## src/rtl/wb_arbiter.sv

```systemverilog
`default_nettype none
// ============================================================================
// Module   : wb_arbiter
// Purpose  : Register-file writeback arbiter; load returns beat execute
//            results, with an in-order load-destination queue and busy lookup.
// Revision : 1.0
// ============================================================================
module wb_arbiter #(
  parameter int XLEN      = 64,
  parameter int LDQ_DEPTH = 2
) (
  input  logic            clk,
  input  logic            rst,
  input  logic            ex_valid,
  input  logic [4:0]      ex_rd,
  input  logic [XLEN-1:0] ex_data,
  output logic            ex_ready,
  input  logic            ld_issue,
  input  logic [4:0]      ld_issue_rd,
  input  logic            ld_valid,
  input  logic [XLEN-1:0] ld_data,
  output logic            ld_full,
  input  logic [4:0]      rs1_idx,
  input  logic [4:0]      rs2_idx,
  output logic            rs1_busy,
  output logic            rs2_busy,
  output logic            rf_wen,
  output logic [4:0]      rf_rd,
  output logic [XLEN-1:0] rf_data,
  output logic            err
);

  localparam int PW = $clog2(LDQ_DEPTH);
  localparam int CW = PW + 1;
  localparam logic [CW-1:0] FULL_CNT = CW'(LDQ_DEPTH);
  localparam logic [PW-1:0] PTR_ONE  = PW'(1);
  localparam logic [CW-1:0] CNT_ONE  = CW'(1);

  logic [4:0]      mem_q [LDQ_DEPTH];
  logic [4:0]      mem_d [LDQ_DEPTH];
  logic [PW-1:0]   rd_ptr_q, rd_ptr_d;
  logic [PW-1:0]   wr_ptr_q, wr_ptr_d;
  logic [CW-1:0]   count_q, count_d;
  logic            rf_wen_q, rf_wen_d;
  logic [4:0]      rf_rd_q, rf_rd_d;
  logic [XLEN-1:0] rf_data_q, rf_data_d;
  logic            err_q, err_d;

  logic            empty;
  logic            full;
  logic            pop;
  logic            push;
  logic [4:0]      head_rd;

  assign ex_ready = ~ld_valid;
  assign ld_full  = full;
  assign rf_wen   = rf_wen_q;
  assign rf_rd    = rf_rd_q;
  assign rf_data  = rf_data_q;
  assign err      = err_q;

  always_comb begin
    empty   = (count_q == '0);
    full    = (count_q == FULL_CNT);
    head_rd = mem_q[rd_ptr_q];
    // A pop frees a slot, so a full queue can still take a same-cycle issue.
    pop     = ld_valid & ~empty;
    push    = ld_issue & (~full | pop);

    mem_d     = mem_q;
    rd_ptr_d  = rd_ptr_q;
    wr_ptr_d  = wr_ptr_q;
    count_d   = count_q;
    rf_wen_d  = 1'b0;
    rf_rd_d   = rf_rd_q;
    rf_data_d = rf_data_q;
    err_d     = err_q;

    if (rst) begin
      for (int i = 0; i < LDQ_DEPTH; i++) begin
        mem_d[i] = '0;
      end
      rd_ptr_d  = '0;
      wr_ptr_d  = '0;
      count_d   = '0;
      rf_rd_d   = '0;
      rf_data_d = '0;
      err_d     = 1'b0;
    end else begin
      if (pop) begin
        rf_wen_d  = (head_rd != 5'd0);
        rf_rd_d   = head_rd;
        rf_data_d = ld_data;
        rd_ptr_d  = rd_ptr_q + PTR_ONE;
      end else if (ex_valid && ex_ready) begin
        rf_wen_d  = (ex_rd != 5'd0);
        rf_rd_d   = ex_rd;
        rf_data_d = ex_data;
      end

      if (push) begin
        mem_d[wr_ptr_q] = ld_issue_rd;
        wr_ptr_d        = wr_ptr_q + PTR_ONE;
      end

      if (push && !pop) begin
        count_d = count_q + CNT_ONE;
      end else if (pop && !push) begin
        count_d = count_q - CNT_ONE;
      end

      if ((ld_valid && empty) || (ld_issue && full && !ld_valid)) begin
        err_d = 1'b1;
      end
    end
  end

  // Busy covers queued destinations plus the write currently landing in the RF.
  always_comb begin
    logic [PW-1:0] offs;
    logic          hit1;
    logic          hit2;
    hit1 = rf_wen_q && (rf_rd_q == rs1_idx);
    hit2 = rf_wen_q && (rf_rd_q == rs2_idx);
    offs = '0;
    for (int i = 0; i < LDQ_DEPTH; i++) begin
      offs = PW'(i) - rd_ptr_q;
      if ({1'b0, offs} < count_q) begin
        if (mem_q[i] == rs1_idx) hit1 = 1'b1;
        if (mem_q[i] == rs2_idx) hit2 = 1'b1;
      end
    end
    rs1_busy = hit1 && (rs1_idx != 5'd0);
    rs2_busy = hit2 && (rs2_idx != 5'd0);
  end

  always_ff @(posedge clk) begin
    mem_q     <= mem_d;
    rd_ptr_q  <= rd_ptr_d;
    wr_ptr_q  <= wr_ptr_d;
    count_q   <= count_d;
    rf_wen_q  <= rf_wen_d;
    rf_rd_q   <= rf_rd_d;
    rf_data_q <= rf_data_d;
    err_q     <= err_d;
  end

endmodule
`default_nettype wire

```

## config.mk

```make
export PLATFORM = sky130hd
export DESIGN_NAME = wb_arbiter
export DESIGN_NICKNAME = d
export VERILOG_FILES = /design/src/rtl/wb_arbiter.sv
export SDC_FILE = /design/constraint.sdc
export NUM_CORES = 1
export LEC_CHECK = 0
export CAP_MARGIN = 5
export CORE_MARGIN = 2
export CORE_UTILIZATION = 30
export DETAILED_ROUTE_END_ITERATION = 16
export MAX_ROUTING_LAYER = met4
export PLACE_DENSITY = 0.69
export SYNTH_ARGS = -nofsm -noshare
export SYNTH_HDL_FRONTEND = slang
export SYNTH_SLANG_ARGS = --single-unit
export TNS_END_PERCENT = 50
```

## constraint.sdc

```tcl
create_clock -name clk -period 3 [get_ports clk]
set_clock_uncertainty 0.05 [all_clocks]
set_input_delay 0.6 -clock clk [delete_from_list [all_inputs] [get_ports clk]]
set_output_delay 0.6 -clock clk [all_outputs]
set_load 0.05 [all_outputs]
```

# Word level (Yosys, flattened, before mapping)
# Cells that the tools add are included.
# word_totals
out_inout_bits	75
in_bits	153
elab_cells	79
regBits	85
# op_classes
add_sub_neg	6
n_eq_ne	7
n_bitwise	8
reduce_logical	22
order_cmp	5
mux	22
# ops
operator	count
$mux W64	2
$eq A5 B5 Y1	6
$mux W5	6
$reduce_bool A5 Y1	4
$logic_and A1 B1 Y1	11
$bwmux W10	1
$mux W1	10
$demux W5 S1	1
$ge A2 B2 Y1 const B	2
$lt A1 B2 Y1	2
$mux W2	2
$not A1 Y2	2
$reduce_bool A2 Y1	2
$logic_not A1 Y1	3
$not A1 Y1	3
$add A1 B1 Y1 const B	2
$add A2 B1 Y2 const B	1
$and A1 B1 Y1	2
$eq A2 B2 Y1 const B	1
$logic_not A2 Y1	1
$lt A2 B1 Y1 const B	1
$sub A1 B1 Y1 const A	2
$sub A2 B1 Y2 const B	1
$logic_or A1 B1 Y1	1
$or A1 B1 Y1	1

# Logic depth before layout (Yosys ltp)
# depth
ltp_word	9
depth_mapped	8
ltp_nobuf	6

# Worst setup path before layout
# OpenSTA, ideal clock, no wires.
# synth_path
kind	reg2out
startpoint	register rf_rd_q[0] (netlist: rf_rd[0])
endpoint	output port rs2_busy
path_stages_with_launch	5
arrival_ns	1.985
required_time_ns	2.350
path_slack_ns	0.365
n_path_buf	0
cell_sequence	dfxtp_1 xor2_1 nor4_1 nand3_1 a21oi_1
# synth_between
elab_chain_len	7
# synth_rtl
element	line_no	source
from (decl)	45	logic [4:0] rf_rd_q, rf_rd_d;
from (signal assigned)	143	rf_rd_q <= rf_rd_d;
$eq A5 B5 Y1 (*)	124	hit2 = rf_wen_q && (rf_rd_q == rs2_idx);
$logic_and A1 B1 Y1 (*)	124	
$mux W1	130	if (mem_q[i] == rs2_idx) hit2 = 1'b1;
$mux W1 (*)	128	if ({1'b0, offs} < count_q) begin
$mux W1	130	
$mux W1 (*)	128	
$logic_and A1 B1 Y1 (*)	134	rs2_busy = hit2 && (rs2_idx != 5'd0);
to (decl)	26	output logic rs2_busy,
# Every way passes the cells marked *; elsewhere a longest branch is shown, timed or not.

# Worst setup path in the final report
# layout_path
startpoint	input port rs1_idx[4]
endpoint	output port rs1_busy
# layout_between
elab_chain_len	7
elab_cells_between_ends	10
classes_between	3 x eq/ne; 4 x mux; 3 x reduce/logical
# layout_rtl
element	line_no	source
from (decl)	23	input logic [4:0] rs1_idx,
$eq A5 B5 Y1	123	hit1 = rf_wen_q && (rf_rd_q == rs1_idx);
$logic_and A1 B1 Y1	123	
$mux W1	129	if (mem_q[i] == rs1_idx) hit1 = 1'b1;
$mux W1	128	
$mux W1	129	
$mux W1	128	
$logic_and A1 B1 Y1 (*)	133	rs1_busy = hit1 && (rs1_idx != 5'd0);
to (decl)	25	output logic rs1_busy,
# Marks and branches as above.

==> run metrics <==
outcome=complete, no violations; unrepaired setup endpoints after global routing=no; Slowest cell on crit path=clkdlybuf4s50_1; largest net degree at the start of global routing=69; xor/xnor cell area share of the yosys netlist=7.82%; Synth Instances=434; Root Buffer=clkbuf_16; setup_tns=0 ns; area fraction in compound gates after synthesis=24.9%; Avg WL per Cell=15.2 um; GRT overflow=0; nets=796; sw frac=37.9%; Yosys warning total=0; Synth Area in Simple Gates=13.0%; RePlAce Congestion=0.854; Core Rows=41; worst skew pair latency=0.32 ns; synth-to-layout area growth=70.0%; Post-Place Cells=803; Crit. End Element=primary output; postcts setup bufs=0; Final Cycle Share=94.8%; Worst setup SP type=primary input; Iteration-0 DRC Markers=191; Sink Count=85; synthesized cell area=0.00381 sq mm; CTS tree=done; TritonCTS Buffers=9; DIE HEIGHT=117 um; share of post-route cells with drive strength above 1=4.48%; pre-CTS setup slack=0.180 ns; LEAKAGE=2.36 nW; Post-Synth Adder-Cell Area=0.329%; iteration count of the initial detailed-routing pass=4; placed wire-length estimate=9430 um; Slew HR=39.8%; largest family of logic cells by synthesized area=compound AO/OA/AOI/OAI gates; share of power burned in registers=33.8%; final cell count without fillers=819; Post-Syn Area per Cell=8.78 sq um; Die ar.=0.0136 sq mm; first-pass GRT wire length=18600 um; Tot Pwr=4.32 mW; residual DRC count=0; vias per inst=4.82; Filler cells=1183; worst hold path class=register to register; Initial Util=30.4%; cells along the critical path=clkdlybuf4s50_1 > xor2_1 > nor4_1 > a2bb2oi_1 > a21oi_1 > buf_12; Post-Syn Nets=588; Comb power frac=41.4%; CP required=2.35 ns; vias in the first global route=3844; post-synthesis sequential area ratio=44.7%; crit path DAT=2.20 ns; # setup viols final=0; Setup CP Type=primary input to primary output; Chip Width=117 um; clock-pin slew on the worst setup and hold paths=0.06 ns; Slew Limit Fails=0; Inserted Diodes=0; mux contribution to synthesized area=3.94%; total number of vias=3949; multi-input combinational cell area=0.00191 sq mm; num ports=228; internal power=2.68 mW; Tot GR Track Use=17.9%; Clock Power Share=24.8%; FF/Latch Area=0.00170 sq mm; Hold Violations, Final=0; hold buffer count at cts=0; minimum clock period=2.85 ns; fmax=351 MHz; PwrDens=667 mW/mm^2; Critical Path Fanout Max=4; Max VDD drop=278 uV; NetSw=1.64 mW; total core area=0.0125 sq mm; Post-DRT Antenna Nets=0; Port Buffers=227; H-Tree Depth=3; Worst-Margin Slew=0.903 ns; Max Root-Sink Buffers=2; post-CTS sizing=0; fin worst setup slack=0.155 ns; final WL=12500 um; register bit total from synthesis=85; Netlist cell types=32; max incr delay on CP=0.50 ns; initial antenna violation count=0; number of max-cap violations=0
## synth_stat cells, drive strengths merged
master | count | area, sq um
xnor2 | 14 | 123
or3 | 1 | 6.26
ha | 1 | 12.5
nor4 | 4 | 25.0
a221oi | 3 | 26.3
buf | 18 | 128
inv | 3 | 11.3
nor2b | 5 | 31.3
xor2 | 20 | 175
a31oi | 1 | 6.26
or4 | 2 | 15.0
a2bb2oi | 2 | 17.5
dfxtp | 85 | 1700
mux2i | 15 | 150
a21oi | 71 | 355
nand3 | 2 | 10.0
o21ai | 4 | 20.0
nand2 | 65 | 244
nand3b | 2 | 18.8
a41o | 1 | 10.0
nor2 | 26 | 114
nor3b | 2 | 20.0
nand4 | 2 | 12.5
o21a | 1 | 7.51
o41ai | 1 | 8.76
a22oi | 64 | 480
a211oi | 2 | 15.0
clkbuf | 17 | 63.8
## registers in the layout (all words and copies together) (netlist names)
signal	cells
rf_wen	1
wr_ptr_q	1
rd_ptr_q	1
rf_rd	5
mem_q	10
err	1
count_q	2
rf_data	64
## cell families after synthesis
| kind of cell | Yosys count |
|---|---|
| multiplexers | 15 |
| flip-flops | 85 |
| XOR/XNOR | 34 |
| adder cells (fa/ha/maj) | 1 |
| AND/OR/NAND/NOR | 111 |
| AO/OA/AOI/OAI | 150 |
| buffers and inverters | 38 |
## final cells by class
class                           instances  area share, %
Sequential cell                        85           26.3
Inverter                                3          0.174
Multi-Input combinational cell        311           29.6
Clock inverter                          2          0.213
Tap cell                              172           3.32
Clock buffer                           14           4.39
Timing Repair Buffer                  232           36.1
## power groups by stage
stage / Clock (mW) / Combinational, mW / Sequential, mW
CTS: 1.12 / 1.80 / 1.46
detailed placement: 0 / 1.80 / 1.48
global route: 1.17 / 1.90 / 1.48
global placement: 0 / 1.77 / 1.47
finish: 1.07 / 1.79 / 1.46
floorplan: 0 / 0.724 / 1.93
## per-layer routing
layer / part of all wire, % / GRT usage, %
met5: 0 / -
met4: 0.90 / 6.51
met3: 7.1 / 3.53
met2: 51 / 31.3
met1: 41 / 20.4
## worst paths after layout
path	slack, ns	endpoint	depth (start not counted)	start
max	0.15	rs1_busy	6	rs1_idx[4]
min	0.40	rf_data[47]	2	rf_data[47]
max reg2reg	0.97	count_q[1]	5	count_q[1]
min reg2reg	0.40	rf_data[47]	2	rf_data[47]
## per-stage QoR
stage / util [%] / instance area [sq um] / hold slack [ns]
floorplan: - / 3810 / 0.486
global placement: 49.3 / 6180 / 0.391
detailed placement: 49.3 / 6180 / 0.395
CTS: 51.7 / 6470 / 0.404
global route: 51.7 / 6470 / 0.420
finish: 51.7 / 6470 / 0.401
## critical path: cells and delay by family
kind	cells	cell delay, ns
xor gates and xnor gates	1	0.18
and+or+nand+nor	1	0.31
buffers and inverters	2	0.68
AOI/OAI and AO/OA	2	0.42
## cell usage in the layout, fill, tap and decap left out, types with 2 or more instances in the layout
| master | n |
|---|---|
| clkdlybuf4s50_1 | 223 |
| nand2_1 | 65 |
| nor4_1 | 4 |
| a21oi_1 | 71 |
| nor2b_1 | 4 |
| buf_4 | 5 |
| xor2_1 | 20 |
| dfxtp_1 | 85 |
| inv_1 | 3 |
| nand3_1 | 2 |
| or4_1 | 2 |
| a22oi_1 | 64 |
| mux2i_1 | 15 |
| clkbuf_8 | 4 |
| a211oi_1 | 2 |
| clkbuf_16 | 9 |
| a221oi_1 | 3 |
| o21ai_0 | 4 |
| nand4_1 | 2 |
| nor2_1 | 25 |
| buf_12 | 3 |
| a2bb2oi_1 | 2 |
| xnor2_1 | 14 |
Note: power is estimated with default switching activity, not from simulation.
